==> config.mk <==
export PLATFORM = sky130hd
export DESIGN_NAME = mux8_rr_arbiter
export DESIGN_NICKNAME = d
export VERILOG_FILES = /design/src/rtl/mux8_rr_arbiter.sv
export SDC_FILE = /design/constraint.sdc
export NUM_CORES = 1
export LEC_CHECK = 0
export CORE_ASPECT_RATIO = 1.1
export CORE_UTILIZATION = 40
export DETAILED_ROUTE_END_ITERATION = 16
export HOLD_SLACK_MARGIN = 0.05
export PLACE_DENSITY = 0.73
export REMOVE_ABC_BUFFERS = 1
export SETUP_SLACK_MARGIN = 0.05
export SLEW_MARGIN = 5
export SYNTH_ARGS = -nofsm -noshare
export SYNTH_HDL_FRONTEND = slang
export SYNTH_SLANG_ARGS = --single-unit
==> constraint.sdc <==
create_clock -name clk -period 4.2 [get_ports clk]
set_input_delay 0.42 -clock clk [delete_from_list [all_inputs] [get_ports clk]]
set_output_delay 0.42 -clock clk [all_outputs]
set_load 0.05 [all_outputs]
==> src/rtl/mux8_rr_arbiter.sv <==
// Round-robin arbiter for eight requesters sharing one 8-to-1 select lane.
// Ownership is bounded to MAX_HOLD cycles while others wait; the selected lane is registered.
module mux8_rr_arbiter #(
    parameter int DW       = 1,
    parameter int MAX_HOLD = 4
) (
    input  logic            clk,
    input  logic            rst_n,
    input  logic [7:0]      req,
    input  logic [8*DW-1:0] d,
    output logic [7:0]      gnt,
    output logic [2:0]      sel,
    output logic            busy,
    output logic [DW-1:0]   dout,
    output logic            dout_valid
);

    typedef enum logic {
        IDLE  = 1'b0,
        GRANT = 1'b1
    } state_e;

    localparam logic [7:0] HOLD_LAST = 8'(MAX_HOLD - 1);

    state_e        state_q, state_d;
    logic [2:0]    sel_q, sel_d;
    logic [2:0]    ptr_q, ptr_d;
    logic [7:0]    hcnt_q, hcnt_d;
    logic [DW-1:0] dout_q;
    logic          dv_q;

    logic [7:0]    owner_oh;
    logic [7:0]    others;
    logic [2:0]    nxt_ptr;
    logic          own_req;
    logic          any_other;
    logic          hold_done;

    // First set bit of mask at or after start, scanning circularly.
    function automatic logic [2:0] rr_pick(
        input logic [7:0] mask,
        input logic [2:0] start
    );
        logic [7:0] rot;
        logic [2:0] off;
        rot = 8'({mask, mask} >> start);
        off = 3'd0;
        for (int i = 7; i >= 0; i--) begin
            if (rot[i]) off = 3'(i);
        end
        return start + off;
    endfunction

    assign owner_oh  = 8'b1 << sel_q;
    assign others    = req & ~owner_oh;
    assign own_req   = |(req & owner_oh);
    assign any_other = |others;
    assign hold_done = (hcnt_q == HOLD_LAST);
    assign nxt_ptr   = sel_q + 3'd1;

    always_ff @(posedge clk or negedge rst_n) begin
        if (!rst_n) begin
            state_q <= IDLE;
            sel_q   <= 3'd0;
            ptr_q   <= 3'd0;
            hcnt_q  <= 8'd0;
        end else begin
            state_q <= state_d;
            sel_q   <= sel_d;
            ptr_q   <= ptr_d;
            hcnt_q  <= hcnt_d;
        end
    end

    always_comb begin
        state_d = state_q;
        sel_d   = sel_q;
        ptr_d   = ptr_q;
        hcnt_d  = hcnt_q;
        unique case (state_q)
            IDLE: begin
                if (|req) begin
                    state_d = GRANT;
                    sel_d   = rr_pick(req, ptr_q);
                    hcnt_d  = 8'd0;
                end
            end
            GRANT: begin
                if (!own_req) begin
                    ptr_d  = nxt_ptr;
                    hcnt_d = 8'd0;
                    if (any_other) sel_d = rr_pick(others, nxt_ptr);
                    else state_d = IDLE;
                end else if (hold_done) begin
                    // A lone owner simply reloads its hold budget.
                    hcnt_d = 8'd0;
                    if (any_other) begin
                        ptr_d = nxt_ptr;
                        sel_d = rr_pick(others, nxt_ptr);
                    end
                end else begin
                    hcnt_d = hcnt_q + 8'd1;
                end
            end
            default: ;
        endcase
    end

    always_comb begin
        busy = (state_q == GRANT);
        gnt  = busy ? owner_oh : 8'h00;
        sel  = sel_q;
    end

    always_ff @(posedge clk or negedge rst_n) begin
        if (!rst_n) begin
            dout_q <= '0;
            dv_q   <= 1'b0;
        end else begin
            dv_q <= busy;
            if (busy) dout_q <= d[sel_q*DW +: DW];
        end
    end

    assign dout       = dout_q;
    assign dout_valid = dv_q;

endmodule

Word-level counts from Yosys, hierarchy flattened
Index checks and enable logic that the tools add are counted.

storage, ports and cells
  register bits = 17
  input port bits = 18
  output and inout bits = 14

cells by class
  add/subtract/negate cells = 5
  eq/ne operators = 7
  shifts and indexed selects = 4
  mux-type cells = 42
  bitwise logic cells = 4
  reduce and logical (&&, ||, !) cells = 5

operators with widths
  operator                                                               number
  3-bit two-way mux                                                      32
  8-bit two-way mux                                                      4
  16-bit by 3-bit right shift with 8-bit output                          2
  8-bit OR reduction                                                     3
  8-bit AND                                                              2
  8-bit one-hot mux with 2 select lines                                  1
  3-bit adder                                                            3
  8-bit by 1-bit adder with 8-bit output, second input constant          1
  8-bit by 2-bit equality test with 1-bit output, second input constant  1
  8-bit NOT                                                              1
  8-bit by 4-bit variable part select with 1-bit output                  1
  1-bit by 3-bit left shift with 8-bit output, first input constant      1
  3-bit one-hot mux with 2 select lines                                  1
  2-bit by 1-bit != test with 1-bit output, second input constant        2
  4-bit AND reduction                                                    1
  3-bit by 1-bit adder with 3-bit output, second input constant          1
  1-bit two-way mux                                                      3
  3-bit by 1-bit != test with 1-bit output, second input constant        1
  3-bit by 2-bit != test with 1-bit output, second input constant        1
  3-bit != test, second input constant                                   1
  3-bit AND reduction                                                    1
  2-bit != test, second input constant                                   1
  1-bit one-hot mux with 2 select lines                                  1
  1-bit NOT                                                              1

Depth between registers and ports, before layout
  depth in word-level cells = 21
  depth in mapped cells = 16
  gate-level depth less buffers = 14

Least setup slack after synthesis
Ideal clock, no wire load.

  path type = register to register
  start = register sel_q[0], in the netlist sel[0]
  end = register sel_q[2], in the netlist sel[2]
  data arrival time = 3.783 ns
  required time = 4.104 ns
  slack = 0.321 ns
  stages on the path, launching flop included = 15
  clock period less this slack = 3.879 ns
  cell sequence = dfrtp_1 > buf_4 > inv_2 > ha_1 > mux2i_1 > o21ai_0 > mux4_2 > a221oi_1 > o21ai_1 > and2_1 > ha_1 > fa_1 > xor2_1 > xnor2_1 > o31ai_1

between the ends
  elaborated cells on any way between the ends = 33
  classes of those cells = add/sub: 3; eq/ne: 3; shift: 2; mux: 19; bitwise: 3; reduce/logical: 3

RTL lines
  element                                        RTL line  text
  from (decl)                                    26        logic [2:0] sel_q, sel_d;
  from (signal assigned)                         69        sel_q <= sel_d;
  3-bit by 1-bit adder with 3-bit output *       59        assign nxt_ptr = sel_q + 3'd1;
  named net nxt_ptr[0]                           34        logic [2:0] nxt_ptr;
  16-bit by 3-bit right shift with 8-bit output  46        rot = 8'({mask, mask} >> start);
  3-bit two-way mux (8 in a row)                 49        if (rot[i]) off = 3'(i);
  3-bit two-way mux                              92, 97
  3-bit two-way mux                              94        end else if (hold_done) begin
  3-bit two-way mux                              89        if (!own_req) begin
  3-bit two-way mux                              80        unique case (state_q)
  3-bit adder                                    51        return start + off;
  3-bit two-way mux                              97        if (any_other) begin
  3-bit two-way mux                              94
  3-bit two-way mux *                            89
  3-bit one-hot mux with 2 select lines *        80

Mark *: on every way through the listed nets, which the timed path passes. The rest lies on a longest branch. The select of a mux whose other input is x is not followed.
A chain may end at the register's enable or synchronous reset.

Worst setup path after layout
  start = register sel_q[0], in the netlist sel[0]
  end = register sel_q[2], in the netlist sel[2]

between the ends
  word-level cells in the longest chain between the ends = 21
  elaborated cells on any way between the ends = 33
  classes of those cells = add/sub: 3; eq/ne: 3; shift: 2; mux: 19; bitwise: 3; reduce/logical: 3

RTL lines
  element
  branches (longest 21 deep; another with 3-bit by 1-bit adder with 3-bit output)

Several ways; the timed one is not identified. The select of a mux whose other input is x is not followed.

==> run metrics <==
status finished, final reports clean; Avg Synthesized Cell Area 9.04 um2; Design Area, Final 2670 um2; Layout Utilization 49.4%; GPL Wtd Cong 0.900; global-route wire length before repair 9440 um; CP cell instances buf_4 > ha_1 > mux2i_1 > o22ai_1 > nor4_1 > o21ai_0 > a221oi_1 > o21ai_1 > and2_1 > ha_1 > fa_1 > xor2_1 > xnor2_1 > o31ai_1; final worst path period need 3.77 ns; clk buf depth 2; Setup WS pre-CTS 0.359 ns; die area 5910 um2; Vias per Instance 6.03; chip height 80.5 um; cells after synthesis 248; crit path max fanout 7; GR Util All Layers 20.6%; drt pass-1 iters 4; max-slew violations 0; Initial Util 41.6%; clk sinks 17; post-CTS sizing 0; Max stage delay on crit path 0.50 ns; CTS buffer count 3; grt ovf 0; per-cell routed wire length 16.0 um; antenna viol nets, final 0; Post-CTS Setup Inserts 0; YS warnings 0; final setup violation count 0; Worst-Margin Slew 0.765 ns; Post-DP HPWL 4270 um; Hold Crit Class reg -> reg; Fin Setup TNS 0 ns; crit path max-delay cell type nor4_1; Cell Rows 28; Clock Pin Slew Worst Setup and Hold Paths 0.06 ns; Synth Register Bits 17; RSZ-0062 raised after global routing no; DR iter-0 viols 212; CTS tree built; Port Buffers 31; layout cells sized above 1 12.0%; CP most frequent cell ha_1; Top Ports 32; Core Box Area 5400 um2; CP arrival 3.93 ns; largest net degree at the start of global routing 22; drt drc 0; DP Area 2620 um2; Final Hold Vio Count 0; # diodes 0; CTS H-tree depth 1; Slew Limit Headroom 48.8%; Clock Latency Late Sink 0.25 ns; clk_skew 0.000579 ns; mapped cell area 2240 um2; kind of critical path reg -> reg; drt total wl 5590 um; Synth top cells by count 23 x nand2_1, 19 x o21ai_0, 17 x dfrtp_1; Die Span X 73.4 um; CTS hold repair buffers 0; top-count cell post-synth nand2_1; Yosys top cell by area dfrtp_1; Main synth FF type dfrtp_1; DR vias 2110; CTS root buf clkbuf_8; post-synthesis async set-or-reset flop share 100%; CP Launch Type flop; Post-synth EDFFs 0; max_cap viols 0; post-synth cell types 61; WP data required 4.36 ns; final worst-path cycle share 89.8%; setup ws final 0.428 ns; number of nets in the layout 305; initial antenna violation count 0; Highest Clock Rate 0.265 GHz; nature of the critical path endpoint flop; number of global-route vias before repair 2008; synthesis-to-finish area growth 18.9%; post-synth top area share 19.0%; main area contributors after synthesis dfrtp_1 19%, mux4_1 8.2%, mux4_2 7.0%; sequential share of the synthesized area 19.0%
## placed cells by master, fill, tap and decap left out, types with 3 or more instances in the layout
cell type         n
o22ai_1           4
and3_1            9
ha_1              9
a31oi_1           3
clkdlybuf4s50_1  31
a21oi_1           7
nand2b_1          6
o21ai_0          19
xnor2_1           3
inv_1             8
nand3b_1          3
buf_4             8
mux4_2            7
mux2_2            7
nor2b_1           6
and2_1            3
mux2_1            3
nand3_1           8
a2bb2oi_1         3
nor3_1            3
dfrtp_1          17
mux4_1            7
nor4_1            3
nor2_1           15
nand2_1          23
clkbuf_8          3
mux2i_1          10
## critical path, delay by kind of cell (launching register included)
family | cells | cell delay (ns)
AO/OA/AOI/OAI | 5 | 0.87
adder cells (fa/ha/maj) | 3 | 0.77
AND/OR/NAND/NOR | 2 | 0.68
flip-flops | 1 | 0.45
multiplexers | 1 | 0.42
XOR/XNOR | 2 | 0.29
buffers and inverters | 1 | 0.20
## through the flow
step	cells	hold slack [ns]
floorplan	232	0.124
global placement	346	0.492
detailed placement	346	0.509
CTS	350	0.523
global route	350	0.560
finish	350	0.513
## final cells by class
class / instances / area, um2
Fill cell: 544 / 2730
Multi-Input combinational cell: 205 / 1690
Sequential cell: 17 / 425
Timing Repair Buffer: 39 / 370
Tap cell: 75 / 93.8
Clock buffer: 4 / 45.0
Inverter: 10 / 37.5
## sequential cells by signal, summed over array words and instances (netlist names)
register / count
hcnt_q: 8
dout_valid: 1
dout: 1
busy: 1
ptr_q: 3
sel: 3
## logic make-up (layout without fill, tap and decap cells)
kind of cell	after synthesis	count (layout)	share of synthesized area [%]
AO/OA/AOI/OAI	65	65	20.1
XOR/XNOR	5	5	1.95
adder cells (fa/ha/maj)	11	11	6.81
buffers and inverters	26	53	5.47
flip-flops	17	17	19.0
multiplexers	35	35	25.4
AND/OR/NAND/NOR	89	89	21.3
## metal layers
layer	vias to the layer above	GRT usage (%)	part of all wire, %
met1	1038	26.8	45
met4	0	5.77	0.63
met3	7	2.51	3.9
met5	-	0	0
met2	60	35.6	50
li1	1005	-	-
## final timing paths
path,slack [ns],endpoint,from,cells past startpoint
worst max-delay path,0.43,sel[2],sel[0],14
worst min-delay path,0.51,hcnt_q[1],hcnt_q[1],2
worst max register to register,0.43,sel[2],sel[0],14
worst min register to register,0.51,hcnt_q[1],hcnt_q[1],2
max in group asynchronous,3.11,hcnt_q[2],rst_n,1
min in group asynchronous,0.62,hcnt_q[4],rst_n,1
Power is not shown: default switching activity piles up to over one toggle a cycle in this logic, so the estimate is an artifact.
